==> config.mk <==
export PLATFORM = sky130hd
export DESIGN_NAME = sa_skew_feeder
export DESIGN_NICKNAME = d
export VERILOG_FILES = /design/src/rtl/sa_skew_feeder_pkg.sv /design/src/rtl/sa_skew_feeder_skew_line.sv /design/src/rtl/sa_skew_feeder.sv
export SDC_FILE = /design/constraint.sdc
export NUM_CORES = 1
export LEC_CHECK = 0
export ABC_CLOCK_PERIOD_IN_PS = 2900
export BUFFER_PORTS_ARGS = -buffer_cell sky130_fd_sc_hd__buf_4
export CAP_MARGIN = 10
export CORE_MARGIN = 2
export CORE_UTILIZATION = 30
export DETAILED_ROUTE_END_ITERATION = 12
export PLACE_DENSITY_LB_ADDON = 0.08
export SLEW_MARGIN = 5
export SYNTH_ARGS = -nofsm -noshare
export SYNTH_HDL_FRONTEND = slang
export SYNTH_HIERARCHICAL = 1
export SYNTH_SLANG_ARGS = --single-unit
==> constraint.sdc <==
create_clock -name clk -period 2.9 [get_ports clk]
set_input_delay 0.435 -clock clk [delete_from_list [all_inputs] [get_ports clk]]
set_output_delay 0.435 -clock clk [all_outputs]
set_load 0.05 [all_outputs]
==> src/rtl/sa_skew_feeder_pkg.sv <==
// -----------------------------------------------------------------------------
// sa_skew_feeder_pkg
// Shared definitions for the systolic-array skew feeder:
//   SA_DW     default lane width (bits) of PE data and weights
//   state_e   feeder FSM encoding (IDLE=0, STREAM=1, FLUSH=2, DONE=3)
//   lane_lo   low bit index of lane 'lane' inside a packed N*DW vector
// -----------------------------------------------------------------------------
package sa_skew_feeder_pkg;

   localparam int unsigned SA_DW = 32'd8;

   typedef enum logic [1:0] {
      ST_IDLE   = 2'd0,
      ST_STREAM = 2'd1,
      ST_FLUSH  = 2'd2,
      ST_DONE   = 2'd3
   } state_e;

   // Lane i of a packed vector occupies bits [lane_lo(i, dw) +: dw].
   function automatic int unsigned lane_lo(input int unsigned lane, input int unsigned dw);
      return lane * dw;
   endfunction

endpackage

==> src/rtl/sa_skew_feeder_skew_line.sv <==
// -----------------------------------------------------------------------------
// skew_line
// Resettable DW-wide shift chain of DEPTH registers. A value presented on d
// before edge t is visible on q after edge t+DEPTH-1.
// Ports:
//   clk  clock
//   rst  asynchronous active-high reset, clears every stage to 0
//   d    chain input (DW bits)
//   q    output of the last stage (DW bits)
// -----------------------------------------------------------------------------
module skew_line
   import sa_skew_feeder_pkg::*;
#(
   parameter int unsigned DW    = SA_DW,
   parameter int unsigned DEPTH = 32'd1
) (
   input  logic          clk,
   input  logic          rst,
   input  logic [DW-1:0] d,
   output logic [DW-1:0] q
);

   logic [DW-1:0] stage_r [DEPTH];

   // Shift chain: stage 0 loads d, every later stage loads its predecessor.
   always_ff @(posedge clk or posedge rst) begin
      if (rst) begin
         for (int k = 0; k < int'(DEPTH); k++) begin
            stage_r[k] <= {DW{1'b0}};
         end
      end else begin
         stage_r[0] <= d;
         for (int k = 1; k < int'(DEPTH); k++) begin
            stage_r[k] <= stage_r[k-1];
         end
      end
   end

   assign q = stage_r[DEPTH-1];

endmodule

==> src/rtl/sa_skew_feeder.sv <==
// -----------------------------------------------------------------------------
// sa_skew_feeder
// Upstream feeder for an N x N systolic array. Accepts one activation vector
// and one weight vector per handshake, delays lane i by i extra cycles (the
// diagonal skew the grid needs) and sequences one tile of LEN vectors:
// stream, flush the skew with zeros, then pulse done.
// Ports:
//   clk, rst   clock, asynchronous active-high reset
//   start      begin a tile (only honoured in IDLE)
//   len        tile length in vectors, captured with start
//   in_valid   in_data/in_wt carry a valid vector pair
//   in_ready   feeder accepts a vector this cycle (STREAM)
//   in_data    activation vector, lane i at [i*DW +: DW]
//   in_wt      weight vector, same packing
//   l_out      skewed activations to the array left edge (row i)
//   u_out      skewed weights to the array top edge (column i)
//   pe_clr     one-cycle pulse on the start cycle, clears PE accumulators
//   busy       high while streaming or flushing
//   done       one-cycle pulse once the tile has fully left the feeder
// -----------------------------------------------------------------------------
module sa_skew_feeder
   import sa_skew_feeder_pkg::*;
#(
   parameter int unsigned N  = 32'd4,
   parameter int unsigned DW = SA_DW,
   parameter int unsigned LW = 32'd8
) (
   input  logic            clk,
   input  logic            rst,
   input  logic            start,
   input  logic [LW-1:0]   len,
   input  logic            in_valid,
   output logic            in_ready,
   input  logic [N*DW-1:0] in_data,
   input  logic [N*DW-1:0] in_wt,
   output logic [N*DW-1:0] l_out,
   output logic [N*DW-1:0] u_out,
   output logic            pe_clr,
   output logic            busy,
   output logic            done
);

   // Flush counter covers 0..N-1.
   localparam int unsigned    FW         = $clog2(N + 32'd1);
   localparam logic [FW-1:0]  FLUSH_LAST = FW'(N - 32'd1);

   state_e            state_r;
   state_e            next_s;
   logic [LW-1:0]     cnt_r;
   logic [LW-1:0]     len_r;
   logic [FW-1:0]     fcnt_r;
   logic              in_ready_r;
   logic              busy_r;
   logic              done_r;
   logic              accept_s;
   logic              last_accept_s;
   logic              pe_clr_s;
   logic [N*DW-1:0]   stage0_data_s;
   logic [N*DW-1:0]   stage0_wt_s;

   // in_ready_r mirrors "state is STREAM", so this is the handshake itself.
   assign accept_s      = in_valid & in_ready_r;
   assign last_accept_s = accept_s & (cnt_r == (len_r - LW'(1'b1)));

   // pe_clr must coincide with the start cycle, so it is decoded from start.
   assign pe_clr_s = (state_r == ST_IDLE) & start;

   // Next-state logic for the tile sequencer.
   always_comb begin
      next_s = state_r;
      case (state_r)
         ST_IDLE: begin
            if (start) begin
               if (len == {LW{1'b0}}) begin
                  next_s = ST_DONE;
               end else begin
                  next_s = ST_STREAM;
               end
            end else begin
               next_s = ST_IDLE;
            end
         end
         ST_STREAM: begin
            if (last_accept_s) begin
               next_s = ST_FLUSH;
            end else begin
               next_s = ST_STREAM;
            end
         end
         // Flush holds N cycles so that done lands in the cycle after the
         // deepest lane has emitted its last element.
         ST_FLUSH: begin
            if (fcnt_r == FLUSH_LAST) begin
               next_s = ST_DONE;
            end else begin
               next_s = ST_FLUSH;
            end
         end
         ST_DONE: begin
            next_s = ST_IDLE;
         end
         default: begin
            next_s = ST_IDLE;
         end
      endcase
   end

   // State register plus status outputs registered from the next state, so
   // each status bit is glitch-free and aligned with the state it reports.
   always_ff @(posedge clk or posedge rst) begin
      if (rst) begin
         state_r    <= ST_IDLE;
         in_ready_r <= 1'b0;
         busy_r     <= 1'b0;
         done_r     <= 1'b0;
      end else begin
         state_r    <= next_s;
         in_ready_r <= (next_s == ST_STREAM);
         busy_r     <= (next_s == ST_STREAM) || (next_s == ST_FLUSH);
         done_r     <= (next_s == ST_DONE);
      end
   end

   // Tile length capture, vector counter and flush counter.
   always_ff @(posedge clk or posedge rst) begin
      if (rst) begin
         cnt_r  <= {LW{1'b0}};
         len_r  <= {LW{1'b0}};
         fcnt_r <= {FW{1'b0}};
      end else begin
         case (state_r)
            ST_IDLE: begin
               fcnt_r <= {FW{1'b0}};
               if (start) begin
                  len_r <= len;
                  cnt_r <= {LW{1'b0}};
               end
            end
            ST_STREAM: begin
               fcnt_r <= {FW{1'b0}};
               if (accept_s) begin
                  cnt_r <= cnt_r + LW'(1'b1);
               end
            end
            ST_FLUSH: begin
               fcnt_r <= fcnt_r + FW'(1'b1);
            end
            default: begin
               fcnt_r <= {FW{1'b0}};
            end
         endcase
      end
   end

   // Stage-0 value: the accepted vector, or a zero bubble on every other cycle.
   always_comb begin
      stage0_data_s = {(N*DW){1'b0}};
      stage0_wt_s   = {(N*DW){1'b0}};
      if (accept_s) begin
         stage0_data_s = in_data;
         stage0_wt_s   = in_wt;
      end else begin
         stage0_data_s = {(N*DW){1'b0}};
         stage0_wt_s   = {(N*DW){1'b0}};
      end
   end

   // Lane i gets a chain of depth i+1; data and weight lanes share latency.
   for (genvar i = 0; i < int'(N); i++) begin : g_lane
      localparam int unsigned LO = lane_lo(i, DW);

      skew_line #(
         .DW    (DW),
         .DEPTH (i + 1)
      ) u_data_line (
         .clk (clk),
         .rst (rst),
         .d   (stage0_data_s[LO +: DW]),
         .q   (l_out[LO +: DW])
      );

      skew_line #(
         .DW    (DW),
         .DEPTH (i + 1)
      ) u_wt_line (
         .clk (clk),
         .rst (rst),
         .d   (stage0_wt_s[LO +: DW]),
         .q   (u_out[LO +: DW])
      );
   end

   assign in_ready = in_ready_r;
   assign busy     = busy_r;
   assign done     = done_r;
   assign pe_clr   = pe_clr_s;

endmodule
# [After elaboration in Yosys (flattened, before gate mapping)]
# Index checks and enable logic that the tools add are counted.
[word_totals] regBits=184 latch_bits=0 ram_bits=0 romBits=0 inputBits=76 wordCells=60 mem_count=0
[classes] n_addsub=3 multipliers=0 div=0 magnitude_cmp=0 n_eq_ne=10 shifts=0 n_mux=11 bitwise=3 n_reduce_logical=6
[op_table] cell="32-bit 2-to-1 mux" count=2
[op_table] cell="8-bit 2-to-1 mux" count=2
[op_table] cell="8-bit one-hot mux with 2 select lines" count=1
[op_table] cell="8-bit by 1-bit adder with 8-bit output, second input constant" count=1
[op_table] cell="2-bit equality test, second input constant" count=4
[op_table] cell="8-bit equality test" count=1
[op_table] cell="8-bit logical NOT" count=1
[op_table] cell="2-bit one-hot mux with 4 select lines" count=1
[op_table] cell="8-bit by 1-bit subtractor with 8-bit output, second input constant" count=1
[op_table] cell="2-bit 2-to-1 mux" count=3
[op_table] cell="2-bit by 1-bit equality test with 1-bit output, second input constant" count=2
[op_table] cell="2-bit inequality test, second input constant" count=2
[op_table] cell="3-bit by 1-bit adder with 3-bit output, second input constant" count=1
[op_table] cell="1-bit bitwise AND" count=3
[op_table] cell="3-bit by 2-bit equality test with 1-bit output, second input constant" count=1
[op_table] cell="3-bit 2-to-1 mux" count=1
[op_table] cell="3-bit AND reduction" count=1
[op_table] cell="2-bit logical NOT" count=1
[op_table] cell="2-bit AND reduction" count=1
[op_table] cell="2-bit nonzero test" count=1
[op_table] cell="1-bit logical OR" count=1
[op_table] cell="1-bit 2-to-1 mux" count=1

# [Depth between registers and ports, before layout]
# Gate-level depths: netlist of the first run.
[logic_depth] word_depth=7 mapped_depth=10 depth_no_buf=9

# [Hierarchy]
# Netlist of the first run, hierarchy kept.
[by_module_without_submodules] mod="sa_skew_feeder" n_inst=1 cells_per_inst=214 area_each_um2=1799.2
[by_module_without_submodules] mod="skew_line (g_lane[3].u_data_line ...)" n_inst=2 cells_per_inst=41 area_each_um2=864.6
[by_module_without_submodules] mod="skew_line (g_lane[2].u_data_line ...)" n_inst=2 cells_per_inst=33 area_each_um2=664.4
[by_module_without_submodules] mod="skew_line (g_lane[1].u_data_line ...)" n_inst=2 cells_per_inst=25 area_each_um2=464.2
[by_module_without_submodules] mod="skew_line (g_lane[0].u_data_line ...)" n_inst=2 cells_per_inst=9 area_each_um2=203.9

# [Worst setup path before layout of the first run]
# Ideal clock, no wire load.
[synth_timing] path_kind="reg-to-reg" startpoint="register len_r[0]" endpoint="register busy_r (netlist: busy)" setup_ns=0.113 t_arrival_ns=1.993 required_ns=2.787 path_slack_ns=0.795 path_stages_with_launch=11 n_path_buf=1 period_less_slack_ns=2.105 path_cell_list="dfrtp_1 > inv_1 > ha_1 > clkbuf_2 > o21ba_2 > a221oi_1 > a41oi_1 > a211oi_2 > o21ai_0 > ha_1 > inv_1"
[synth_between] elab_chain_len=7
[synth_rtl] element="from (decl)" line="sa_skew_feeder.sv:50" text="logic [LW-1:0] len_r;"
[synth_rtl] element="from (signal assigned)" line="sa_skew_feeder.sv:128" text="len_r <= {LW{1'b0}};"
[synth_rtl] element="from (signal assigned)" line="sa_skew_feeder.sv:135" text="len_r <= len;"
[synth_rtl] element="8-bit by 1-bit subtractor with 8-bit output (*)" line="sa_skew_feeder.sv:63" text="assign last_accept_s = accept_s & (cnt_r == (len_r - LW'(1'b1)));"
[synth_rtl] element="8-bit equality test (*)" line="sa_skew_feeder.sv:63"
[synth_rtl] element="1-bit bitwise AND (*)" line="sa_skew_feeder.sv:63"
[synth_rtl] element="2-bit 2-to-1 mux (*)" line="sa_skew_feeder.sv:84" text="if (last_accept_s) begin"
[synth_rtl] element="2-bit one-hot mux with 4 select lines (*)" line="sa_skew_feeder.sv:71" text="case (state_r)"
[synth_rtl] element="2-bit by 1-bit equality test with 1-bit output or 2-bit equality test (tied branches)" line="sa_skew_feeder.sv:119" text="busy_r <= (next_s == ST_STREAM) || (next_s == ST_FLUSH);"
[synth_rtl] element="1-bit logical OR (*)" line="sa_skew_feeder.sv:119"
[synth_rtl] element="to (signal assigned)" line="sa_skew_feeder.sv:119"
[synth_rtl] element="to (decl)" line="sa_skew_feeder.sv:53" text="logic busy_r;"
# Every way passes the cells marked *; elsewhere a longest branch is shown, timed or not.
# A chain may end at the register's enable or synchronous reset.

# [Worst setup path after layout of the first run]
# Same ends and word-level chain as after synthesis.

==> qor.csv, run 1 <==
stage,metric,value,unit
status,outcome,finished clean,
detailed_routing,vias,3425,
clock_tree,cts_setup_buffers,0,
detailed_routing,wire_per_inst,15.0,um
grt,antenna_found_initial,0,
cells_and_area,drive_gt1_share,35.5,%
min_path,hp-class,in2async,
cells_and_area,diodes,0,
synthesis,synthArstFlopShare,100,%
synthesis,avgSynthCellArea,14.4,um2
worst_setup_path,critical_path_class,reg2reg,
detailed_routing,drtPass1Iterations,4,
clock_tree,cts_buffers,17,
timing,finalHoldViolCount,0,
grt,grt_pass1_vias,3734,
synthesis,syn_nets,511,
synthesis,synthMostInstantiatedCell,dfrtp_1,
worst_setup_path,critPathArrivalTime,2650,ps
die,io_pins,144,
power_and_ir_drop,p_int,0.00472,W
flow_run,cap_violations,0,
clock_tree,hold_buffers,0,
power_and_ir_drop,p_sw,0.00227,W
die,die_y,148,um
timing,fin_hold_ws,40.3,ps
cells_and_area,final_nets,611,
detailed_routing,drt_iter0_markers,156,
clock_tree,cts.sinks,184,
power_and_ir_drop,combPwrFrac,20.8,%
power_and_ir_drop,clkPwrFrac,33.5,%
timing,period_needed,2320,ps
placement,routabilityCongestion,0.734,
timing,worst_pin_slew,946,ps
synthesis,synthTopCellsByArea,"dfrtp_1, and3_1, buf_4",
power_and_ir_drop,p_leak,4.08,nW
worst_setup_path,required,3230,ps
clock_tree,cts_tree,done,
cells_and_area,syn_to_final_growth,26.2,%
clock_tree,clockBufferDepth,2,
timing,grt_setup_unrepaired,no,
cells_and_area,final_core_util,38.6,%
grt,grt_first_pass_wirelength,20000,um
timing,relSlewSlack,36.9,%
synthesis,syn-cell-area,6190,um2
synthesis,synth_warnings,6,
grt,grt_use_total,12.0,%
timing,slew_viol_final,0,
grt,grt-ovfl-total,0,
clock_tree,clkTransAtPathRegs,80,ps
clock_tree,root_buffer,clkbuf_16,
clock_tree,cts-resized-gates,0,
timing,maxClockFrequency,0.431,GHz
synthesis,yosysTopAreaCell,dfrtp_1,
synthesis,dominantRegCellSynth,dfrtp_1,
placement,dp_hpwl,8220,um
synthesis,synth_top_area_share,74.3,%
power_and_ir_drop,ir_worst_vdd,374,uV
die,die_w,148,um
power_and_ir_drop,seqPwrFrac,45.7,%
synthesis,syn_inst,430,
detailed_routing,drtAntennaViolNets,0,
synthesis,synth_edf_count,0,
die,die_area,21800,um2
power_and_ir_drop,power_density,893,nW/um2
detailed_routing,viasPerCell,4.21,
synthesis,synth.distinct_cells,38,
timing,tns,0,ps
clock_tree,clock_latency,430,ps
timing,period_share,80.1,%
synthesis,synth_commonest_cells,"dfrtp_1, and3_1, buf_4",
detailed_routing,drt-total-wl,12200,um
die,initial_core_util,30.6,%
worst_setup_path,crit_path_start_kind,register,
worst_setup_path,end_kind,register,
die,num_rows,52,
timing,fin_skew,11.2,ps
grt,grt_max_degree,66,
worst_setup_path,worstPathMaxFanout,8,
placement,port_buffers,143,
die,core-area,20200,um2
detailed_routing,drc,0,
clock_tree,clock_tree.htree_level_count,4,
timing,setup_viol_count_final,0,
power_and_ir_drop,sw_frac_of_total,32.4,%
synthesis,ys_seq_area_share,74.3,%
synthesis,synth-seq-cells,184,
## power by group through the flow
stage / Sequential (W) / Combinational (W) / Clock (W)
final: 0.00319 / 0.00146 / 0.00234
after floorplan: 0.00325 / 0.00110 / 0
after CTS: 0.00320 / 0.00148 / 0.00243
after detailed placement: 0.00325 / 0.00147 / 0
after global routing: 0.00325 / 0.00157 / 0.00255
after global placement: 0.00324 / 0.00145 / 0
## cell families after synthesis
kind of cell               count (synthesis)  share of synthesized area [%]
and+or+nand+nor                          109                           10.4
AOI/OAI and AO/OA                         27                           3.01
adders and majority gates                  5                           1.01
xor gates and xnor gates                  14                           1.98
muxes                                      6                           1.09
buffers and inverters                     85                           8.14
DFF                                      184                           74.3
## path summary, 6_finish.rpt
check | startpoint | endpoint | slack (ps) | cells past startpoint
hold reg to reg | g_lane[3].u_data_line/stage_r[30] | g_lane[3].u_data_line/stage_r[22] | 350 | 0
setup / recovery | len_r[0] | busy | 580 | 9
min in group clk | len[1] | len_r[1] | 240 | 3
max in group asynchronous | rst | in_ready | 1950 | 2
setup reg to reg | len_r[0] | busy | 580 | 9
hold / removal | rst | g_lane[0].u_wt_line/q[1] | 40 | 2
## layout by cell type (no fill, tap or decap), types with 2 or more instances in the layout
cell	n
xor2_1	8
clkbuf_16	17
inv_8	4
clkinv_8	2
a21oi_1	5
nand2b_1	5
ha_1	5
a41oi_1	2
nand4_1	2
clkinv_2	2
nand2_1	6
o21ai_0	8
mux2_2	6
dfrtp_1	183
buf_4	149
nand3_1	6
inv_6	4
inv_1	17
nor2_1	12
xnor2_1	6
and3_1	67
nor3_1	5
## layer usage
layer,track usage [%],wire [um],up-vias,share of wire (%)
met1,15.5,5310,1732,44
met5,0,0,-,0
met3,3.80,745,21,6.1
met2,18.4,5780,97,48
li1,-,-,1575,-
met4,5.91,315,0,2.6
## critical path, cell delays in order (launching register included)
cell	delay (ps)
dfrtp_1	440
inv_1	90
ha_1	320
o21ba_2	240
a221oi_1	300
a41oi_1	90
a211oi_2	280
o21ai_0	140
ha_1	280
inv_1	30
## sequential cells by signal (all words and copies together), names as in the netlist
| signal | cells |
|---|---|
| state_r | 2 |
| busy | 1 |
| g_lane.u_wt_line/stage_r | 48 |
| g_lane.u_data_line/q | 32 |
| in_ready | 1 |
| done | 1 |
| g_lane.u_wt_line/q | 32 |
| len_r | 8 |
| fcnt_r | 3 |
| cnt_r | 8 |
| g_lane.u_data_line/stage_r | 48 |
## stage by stage
step / power, W / area [um2] / worst slack (ps) / std cells
after floorplan: 0.00436 / 6190 / 795 / 430
after global placement: 0.00469 / 7220 / 668 / 781
after detailed placement: 0.00472 / 7220 / 592 / 781
after CTS: 0.00710 / 7820 / 566 / 813
after global routing: 0.00737 / 7820 / 401 / 813
final: 0.00698 / 7820 / 578 / 813
## layout make-up
| cell class | count | area [um2] |
|---|---|---|
| Fill cell | 1962 | 12400 |
| Sequential cell | 184 | 4610 |
| Timing Repair Buffer | 149 | 1120 |
| Multi-Input combinational cell | 161 | 1090 |
| Clock buffer | 17 | 425 |
| Tap cell | 270 | 338 |
| Clock inverter | 15 | 178 |
| Inverter | 17 | 63.8 |
No activity file was read; power rests on OpenSTA's default activity.
==> run 2, diff against run 1 <==
--- a/config.mk
+++ b/config.mk
@@ -5,7 +5,8 @@
 export SDC_FILE = /design/constraint.sdc
 export NUM_CORES = 1
 export LEC_CHECK = 0
-export ABC_CLOCK_PERIOD_IN_PS = 2900
+export ABC_AREA = 1
+export ABC_CLOCK_PERIOD_IN_PS = 2390
 export BUFFER_PORTS_ARGS = -buffer_cell sky130_fd_sc_hd__buf_4
 export CAP_MARGIN = 10
 export CORE_MARGIN = 2
==> constraint.sdc (replaced) <==
create_clock -name clk -period 2.39 [get_ports clk]
set_input_delay 0.3585 -clock clk [delete_from_list [all_inputs] [get_ports clk]]
set_output_delay 0.3585 -clock clk [all_outputs]
set_load 0.05 [all_outputs]
==> run 2 against run 1 <==
Against the previous run:
- first-iteration DRC count decreased by 32%
- register-to-register slack got worse by 120 ps
- combinational power increased by 25%
- utilization is 0.32 points lower
- wire length decreased by 2.6%
- clock-buffer cell count grew 1
- highest routed layer unchanged
- sequential cell count unchanged
- global-route usage is 0.41 points lower
- largest power group unchanged
- critical path type is now reg2out
- sequential share of layout area shrank 1.2 points
- clock power is 21% higher
==> qor.csv, run 2 <==
stage,metric,value,unit,change
clock_tree,clkTransAtPathRegs,70,ps,about the same
grt,antenna_found_initial,0,,unchanged
worst_setup_path,r2r_end,busy,,
placement,routabilityCongestion,0.769,,+4.7%
die,io_pins,144,,unchanged
power_and_ir_drop,ir_worst_vdd,457,uV,+22%
detailed_routing,wire_per_inst,12.6,um,-15%
placement,dp_slack,470,ps,-122 ps
synthesis,syn-cell-area,6300,um2,+1.8%
timing,slew_viol_final,0,,unchanged
synthesis,synthArstFlopShare,100,%,unchanged
cells_and_area,final_nets,730,,+19%
synthesis,dominantRegCellSynth,dfrtp_1,,
worst_setup_path,worstPathMaxFanout,8,,unchanged
timing,setup_ws,433,ps,-145 ps
cells_and_area,final_common_cell,dfrtp_1,,
cells_and_area,drive_gt1_share,29.5,%,-6.1 points
cells_and_area,final_cell_mix,"dfrtp_1, buf_4, inv_1",,
detailed_routing,vias,3579,,+4.5%
clock_tree,clock_latency,430,ps,about the same
grt,grt_use_total,11.6,%,-0.41 points
timing,period_needed,1960,ps,
synthesis,synth_warnings,6,,unchanged
worst_setup_path,r2r_cells,13,,+4
die,die_w,149,um,+0.87%
flow_run,cap_violations,0,,unchanged
cells_and_area,syn_to_final_growth,26.6,%,
worst_setup_path,end_kind,output pin,,
timing,setup_viol_count_final,0,,unchanged
timing,relSlewSlack,40.9,%,+4.0 points
die,die_y,149,um,+0.87%
synthesis,synth_edf_count,0,,unchanged
detailed_routing,viasPerCell,3.82,,-9.3%
clock_tree,clock_tree.htree_level_count,4,,unchanged
grt,grt_max_degree,65,,-1.5%
power_and_ir_drop,p_leak,4.39,nW,+7.8%
grt,grt_first_pass_wirelength,19500,um,-2.4%
power_and_ir_drop,power_density,1050,nW/um2,+18%
die,core-area,20800,um2,+2.9%
synthesis,synth-seq-cells,184,,unchanged
synthesis,synth_commonest_cells,"dfrtp_1, inv_1, nor2_1",,
detailed_routing,drtPass1Iterations,4,,unchanged
cells_and_area,fillerInstances,2091,,+6.6%
synthesis,syn_inst,538,,+25%
status,outcome,finished clean,,
synthesis,yosysTopAreaCell,dfrtp_1,,
die,num_rows,53,,+1.9%
timing,fin_skew,14.7,ps,+3.43 ps
worst_setup_path,reg2reg_slack,460,ps,-120 ps
synthesis,synth.distinct_cells,26,,-32%
timing,maxClockFrequency,0.511,GHz,
min_path,hp-class,in2reg,,
clock_tree,cts-resized-gates,0,,unchanged
worst_setup_path,critical_path_class,reg2out,,
cells_and_area,final_core_util,38.3,%,-0.32 points
cells_and_area,diodes,0,,unchanged
min_path,min_to,g_lane[1].u_wt_line/stage_r[13],,
synthesis,ys_seq_area_share,73.0,%,-1.3 points
placement,dp_hpwl,8330,um,+1.4%
clock_tree,cts_tree,done,,
timing,grt_setup_unrepaired,no,,
detailed_routing,drt-total-wl,11800,um,-2.6%
clock_tree,cts_buffers,17,,unchanged
min_path,holdPathStages,3,,
grt,grt-ovfl-total,0,,unchanged
timing,tns,0,ps,unchanged
clock_tree,clockBufferDepth,2,,unchanged
detailed_routing,drc,0,,unchanged
cells_and_area,reg_top3,"g_lane.u_data_line/stage_r: 48 flops, g_lane.u_wt_line/stage_r: 48 flops",,
placement,port_buffers,143,,unchanged
synthesis,avgSynthCellArea,11.7,um2,-19%
power_and_ir_drop,power,0.00842,W,+21%
worst_setup_path,required,2030,ps,-1200 ps
grt,grt_pass1_vias,3824,,+2.4%
die,die_area,22200,um2,+1.8%
detailed_routing,drt_iter0_markers,106,,-32%
clock_tree,cts.sinks,184,,unchanged
timing,finalHoldViolCount,0,,unchanged
timing,worst_pin_slew,885,ps,-60.4 ps
clock_tree,root_buffer,clkbuf_16,,
synthesis,synthTopCellsByArea,"dfrtp_1, inv_1, buf_4",,
worst_setup_path,critPathArrivalTime,1600,ps,-1050 ps
worst_setup_path,crit_path_start_kind,register,,
timing,period_share,81.9,%,
detailed_routing,drtAntennaViolNets,0,,unchanged
worst_setup_path,timing.rr.start,len_r[0],,
synthesis,synth_top_area_share,73.0,%,-1.3 points
die,initial_core_util,30.3,%,-0.33 points
synthesis,syn_nets,619,,+21%
min_path,hold_start,in_wt[13],,
synthesis,synthMostInstantiatedCell,dfrtp_1,,
run 2: stage by stage:
step / cells / instance area, um2 / hold WS, ps
finish: 937 / 7980 / 143
global route: 937 / 7980 / 118
CTS: 937 / 7980 / 113
detailed placement: 904 / 7360 / 335
global placement: 904 / 7360 / 331
floorplan: 538 / 6300 / 174
run 2: metal layers:
metal	vias to the layer above	global-route usage [%]	wire length, um
met5	-	0	0
met4	0	4.14	117
met3	10	4.19	707
met2	84	19.3	5950
met1	1742	13.9	5070
li1	1743	-	-
run 2: cells by family (layout without fill, tap and decap cells):
logic type	Yosys count	in the layout	synth area share (%)
compound gates	19	19	1.51
xor+xnor	3	3	0.417
fa+ha+maj	5	5	0.992
buf+inv	164	288	12.7
flops	184	184	73.0
simple gates	163	163	11.3
run 2: cell type report:
type | instances | area (um2) | share of cell area (%)
Inverter | 107 | 402 | 5.03
Tap cell | 275 | 344 | 4.31
Clock inverter | 14 | 180 | 2.26
Multi-Input combinational cell | 190 | 900 | 11.3
Sequential cell | 184 | 4600 | 57.7
Clock buffer | 18 | 429 | 5.38
Timing Repair Buffer | 149 | 1120 | 14.0
run 2: worst max-delay path by stage:
stage | startpoint | end | slack [ps] | cells after the start
after global routing | len_r[0] | busy | 270 | 13
after floorplan | in_ready | busy | 580 | 11
after global placement | len_r[0] | busy | 540 | 13
final | state_r[1] | pe_clr | 430 | 4
after detailed placement | len_r[0] | busy | 470 | 13
after CTS | state_r[1] | pe_clr | 360 | 4
run 2: critical path, cell delays in order, from the launching register on:
cell     delay (ps)
dfrtp_1         420
nor2_1          160
nand2_2         160
inv_1           210
buf_4           240
run 2: what timing repair did:
item / CTS / global route
setup buffers: 0 / 0
setup endpoints to repair: 0 / 0
hold buffers: 1 / 0
hold endpoints to repair: 14 / 0
run 2: report_power, final:
| part | internal (W) | total [W] | switching [W] | leakage (nW) |
|---|---|---|---|---|
| Sequential | 0.00354 | 0.00377 | 0.000233 | 2.36 |
| Combinational | 0.000598 | 0.00182 | 0.00122 | 1.74 |
| Clock | 0.00151 | 0.00283 | 0.00132 | 0.293 |
